**src/rtl/mem_access_sched.sv**
```systemverilog
// Data-memory access scheduler: arbitrates loads vs. committing stores,
// issues one access per cycle to the memory, and returns tagged results.
// Ports: clk/rst/flush; ld_* and st_* request/grant handshakes;
// dm_* registered memory interface plus dm_result read data;
// res_* one-cycle completion strobe with tag, data and invalid flag.
module mem_access_sched #(
  parameter int ROBEN_W      = 5,
  parameter int MEM_SIZE     = 1024,
  parameter int STARVE_LIMIT = 4
) (
  input  logic               clk,
  input  logic               rst,
  input  logic               flush,
  input  logic               ld_req,
  input  logic [ROBEN_W-1:0] ld_roben,
  input  logic [31:0]        ld_base,
  input  logic [31:0]        ld_imm,
  output logic               ld_grant,
  input  logic               st_req,
  input  logic [ROBEN_W-1:0] st_roben,
  input  logic [31:0]        st_base,
  input  logic [31:0]        st_imm,
  input  logic [31:0]        st_data,
  output logic               st_grant,
  output logic [31:0]        dm_address,
  output logic [31:0]        dm_data,
  output logic               dm_read_en,
  output logic               dm_write_en,
  output logic [ROBEN_W-1:0] dm_roben,
  input  logic [31:0]        dm_result,
  output logic               res_valid,
  output logic [ROBEN_W-1:0] res_roben,
  output logic [31:0]        res_data,
  output logic               res_invalid
);

  localparam int          CW  = $clog2(STARVE_LIMIT + 1);
  localparam logic [31:0] TOP = 32'(MEM_SIZE - 1);

  typedef enum logic {PRIO_ST, PRIO_LD} prio_e;

  prio_e         state_q, state_d;
  logic [CW-1:0] starve_q, starve_d;
  logic          iss_valid_q, iss_ld_q, iss_inv_q;
  logic [31:0]   ld_ea, st_ea, sel_ea;
  logic          sel_inv, any_grant, keep;

  assign ld_ea     = ld_base + ld_imm;
  assign st_ea     = st_base + st_imm;
  assign any_grant = ld_grant | st_grant;
  assign sel_ea    = st_grant ? st_ea : ld_ea;
  assign sel_inv   = sel_ea > TOP;
  // a flush while a load sits in issue kills its completion
  assign keep      = iss_valid_q & ~(iss_ld_q & flush);

  // a flushed load frees the slot for a waiting store
  always_comb begin
    ld_grant = 1'b0;
    st_grant = 1'b0;
    if (!rst) begin
      unique case (state_q)
        PRIO_ST: begin
          st_grant = st_req;
          ld_grant = ld_req & ~flush & ~st_req;
        end
        PRIO_LD: begin
          ld_grant = ld_req & ~flush;
          st_grant = st_req & ~ld_grant;
        end
        default: ;
      endcase
    end
  end

  // count stores that overtake a waiting, unflushed load
  always_comb begin
    state_d  = state_q;
    starve_d = starve_q;
    if (ld_grant || !ld_req)
      starve_d = '0;
    else if (st_grant && !flush)
      starve_d = starve_q + CW'(1);
    if (ld_grant)
      state_d = PRIO_ST;
    if (starve_d == CW'(STARVE_LIMIT)) begin
      state_d  = PRIO_LD;
      starve_d = '0;
    end
  end

  always_ff @(posedge clk or posedge rst) begin
    if (rst) begin
      state_q     <= PRIO_ST;
      starve_q    <= '0;
      iss_valid_q <= 1'b0;
      iss_ld_q    <= 1'b0;
      iss_inv_q   <= 1'b0;
      dm_address  <= '0;
      dm_data     <= '0;
      dm_read_en  <= 1'b0;
      dm_write_en <= 1'b0;
      dm_roben    <= '0;
      res_valid   <= 1'b0;
      res_roben   <= '0;
      res_data    <= '0;
      res_invalid <= 1'b0;
    end else begin
      state_q     <= state_d;
      starve_q    <= starve_d;
      iss_valid_q <= any_grant;
      iss_ld_q    <= ld_grant;
      iss_inv_q   <= sel_inv;
      dm_read_en  <= ld_grant & ~sel_inv;
      dm_write_en <= st_grant & ~sel_inv;
      if (any_grant) begin
        dm_roben <= st_grant ? st_roben : ld_roben;
        // out-of-range accesses never reach the memory address bus
        if (!sel_inv) begin
          dm_address <= sel_ea;
          dm_data    <= st_grant ? st_data : '0;
        end
      end
      res_valid   <= keep;
      res_roben   <= keep ? dm_roben : '0;
      res_invalid <= keep & iss_inv_q;
      res_data    <= (keep & iss_ld_q & ~iss_inv_q) ? dm_result : '0;
    end
  end

endmodule

```
**config.mk**
```make
export PLATFORM = sky130hd
export DESIGN_NAME = mem_access_sched
export DESIGN_NICKNAME = d
export VERILOG_FILES = /design/src/rtl/mem_access_sched.sv
export SDC_FILE = /design/constraint.sdc
export NUM_CORES = 1
export LEC_CHECK = 0
export ABC_AREA = 0
export CORE_MARGIN = 3
export CORE_UTILIZATION = 40
export DETAILED_ROUTE_END_ITERATION = 8
export GPL_ROUTABILITY_DRIVEN = 1
export HOLD_SLACK_MARGIN = 0.15
export PLACE_DENSITY_LB_ADDON = 0.08
export SLEW_MARGIN = 20
export SYNTH_ARGS = -nofsm -noshare
export SYNTH_HDL_FRONTEND = slang
export SYNTH_SLANG_ARGS = --single-unit
```
**constraint.sdc**
```tcl
create_clock -name clk -period 6.7 [get_ports clk]
set_input_delay 1.34 -clock clk [delete_from_list [all_inputs] [get_ports clk]]
set_output_delay 1.34 -clock clk [all_outputs]
set_load 0.005 [all_outputs]
```
==> flow_summary.ini <==
[sta]
hold_viol = 0
period_share = 0.876
setup_violations = 0
rsz0062_at_grt = no
tightest_slew_ns = 1.07
fin_crit_ns = 5.87
max_freq_ghz = 0.170
fin_skew_ns = 0.0116
fin_ws_ns = 0.831
slew_viol_final = 0
slew_headroom = 0.286
setup_tns_ns = 0

[detailed_routing]
drt_iter0_markers = 386
routed_wl_um = 26100
antenna_left = 0
firstDrtPassIters = 5
vias = 7807
route.detailed.drc = 0
post_drt_wl_per_cell_um = 17.9
avgViaCountPerCell = 5.36

[hold_path]
hold_path.class = reg -> reg

[power_and_ir_drop]
ir_worst_vdd_mv = 0.162
p_leak_nw = 5.30
power.density_nw_per_um2 = 180
power.total_w = 0.00216

[synth]
synth_most_common_cell = dfrtp_1
syn_inst = 871
netlist_area_um2 = 8040
yosys_warnings = 0
synthDistinctLibCells = 76
syn_area_per_cell_um2 = 9.23
synth_top_cell_by_area = dfrtp_1
synth_top_area_share = 0.364
yosys-top-cells-count = dfrtp_1, a21oi_1, nand2_1, and2_1, ha_1
ys.flop_type = dfrtp_1
synth-seq-cells = 117
synth_nets = 1143
seq_area_frac_synth = 0.364
synthTopCellsByArea = dfrtp_1, ha_1, a21oi_1
synth_edf_count = 0
async_flop_share = 1.00

[critical_path]
cp.arrival_ns = 6.15
end_kind = flip-flop
cpPeakStageDelay_ns = 0.70
critPathMaxFanout = 52
start_kind = input port
slowest_stage = or2_2
path_cells = clkdlybuf4s50_1, ha_1, inv_1, fa_1, nor2b_1, o2111ai_1, a2111oi_2, o21ai_1, a211oi_1, o31ai_1, o2bb2ai_1, a2111oi_0, nand4_2, or2_2, buf_4, and2_1
path_class = in -> reg
critPathRequiredTime_ns = 6.98

[clock_network]
hold_buffers = 0
cts_made_buffers = 17
cts_max_level = 4
cts_tree = built
cts.repair.resized = 0
post_cts_buffers = 0
clock_path_buffers = 2
clk_latency_ns = 0.40
path_clk_slew_ns = 0.06
clock_sinks = 117
root_buffer = clkbuf_16

[global_route]
grt_max_degree = 75
grt_pass1_vias = 7496
grt_pass1_wl_um = 41100
gr-total-overflow = 0
antenna_found_initial = 2
busiest_layer = met2
grt_util_met1 = 0.285
grt_usage = 0.234
use_met3 = 0.0374
use_met2 = 0.422

[floorplanning]
initial_core_util = 0.410
die-area_um2 = 21800
coreArea_um2 = 19600
rows = 51
die_y_um = 148
die_x_um = 148
io_pins = 319

[finish]
nFillCells = 1772
area_growth_pct = 49.6
final_cells = 1456
drive_above_1_share = 0.0572
multiInputGateArea_um2 = 4830
layout.area.seq_um2 = 2930
post-route-cell-area_um2 = 12000
final_nets = 1449

[placed_design]
io_buffers = 318
placed_area_um2 = 11400
post-place-cells = 1423
pre_cts_slack_ns = 0.418
dp_hpwl_um = 21300
gp_congestion = 0.905

[status]
status = completed

[flow_run]
maxCapViolCount = 0
==> where the power goes <==
part	leakage [nW]	internal, W	switching, W
clock network	0.284	0.000549	0.000328
registers	1.61	0.000715	0.00000391
logic	3.41	0.000280	0.000285
==> metrics by stage <==
stage / hold slack (ns) / utilization
final: 0.480 / 0.614
after global placement: 0.471 / 0.584
after floorplan: 0.445 / -
after detailed placement: 0.471 / 0.584
after global routing: 0.504 / 0.614
after CTS: 0.488 / 0.614
==> path summary, 6_finish.rpt <==
kind,start,endpoint,slack (ns),cells after the start
max,ld_imm[0],dm_address[28],0.83,16
min,dm_address[11],dm_address[11],0.48,1
max reg2reg,state_q,dm_address[28],3.09,12
min reg2reg,dm_address[11],dm_address[11],0.48,1
max in group asynchronous,rst,res_data[25],3.99,3
min in group asynchronous,rst,dm_address[30],1.37,2
==> cells by family (layout without fill, tap and decap cells) <==
family,count (synthesis),after routing,synth area share
compound gates,294,294,0.251
simple gates,270,270,0.177
flops,117,117,0.364
buf+inv,68,386,0.0353
fa+ha+maj,65,65,0.103
xor+xnor,40,40,0.0436
mux,17,17,0.0252
other cells,0,2,0
==> layout by cell type, fill, tap and decap left out, drive strengths merged, types with 17 or more instances in the layout <==
| cell type | instances |
|---|---|
| a22o | 32 |
| xor2 | 20 |
| nor2 | 32 |
| o21ai | 53 |
| xnor2 | 20 |
| clkdlybuf4s50 | 318 |
| ha | 63 |
| a21o | 27 |
| and2 | 65 |
| nand4 | 19 |
| nand2 | 74 |
| dfrtp | 117 |
| clkbuf | 17 |
| inv | 31 |
| a21oi | 83 |
==> cell type report <==
| type | count | share of cell area |
|---|---|---|
| multi-input cells | 686 | 0.401 |
| repair buffers | 327 | 0.270 |
| flip-flops and latches | 117 | 0.243 |
| clock buffers | 17 | 0.0354 |
| well taps | 265 | 0.0276 |
| clock inverters | 14 | 0.0127 |
| inverters | 28 | 0.00895 |
| diodes | 2 | 0.000416 |
==> critical path: cells and delay by family <==
family / cells / cell delay, ns
compound gates: 7 / 2.04
fa+ha+maj: 2 / 0.63
simple gates: 4 / 1.23
buf+inv: 3 / 0.92
==> metal layers <==
| metal | wire length [um] | vias up |
|---|---|---|
| met2 | 13400 | 263 |
| met3 | 1580 | 29 |
| met5 | 0 | - |
| met1 | 10600 | 3661 |
| met4 | 484 | 0 |
| li1 | - | 3854 |
==> state kept, by name, indices dropped and copies added (netlist names), 3 cells and up <==
| register | cells |
|---|---|
| dm_address | 32 |
| dm_data | 32 |
| res_data | 32 |
| dm_roben | 5 |
| res_roben | 5 |
| starve_q | 3 |
(Power assumes the default switching activity.)
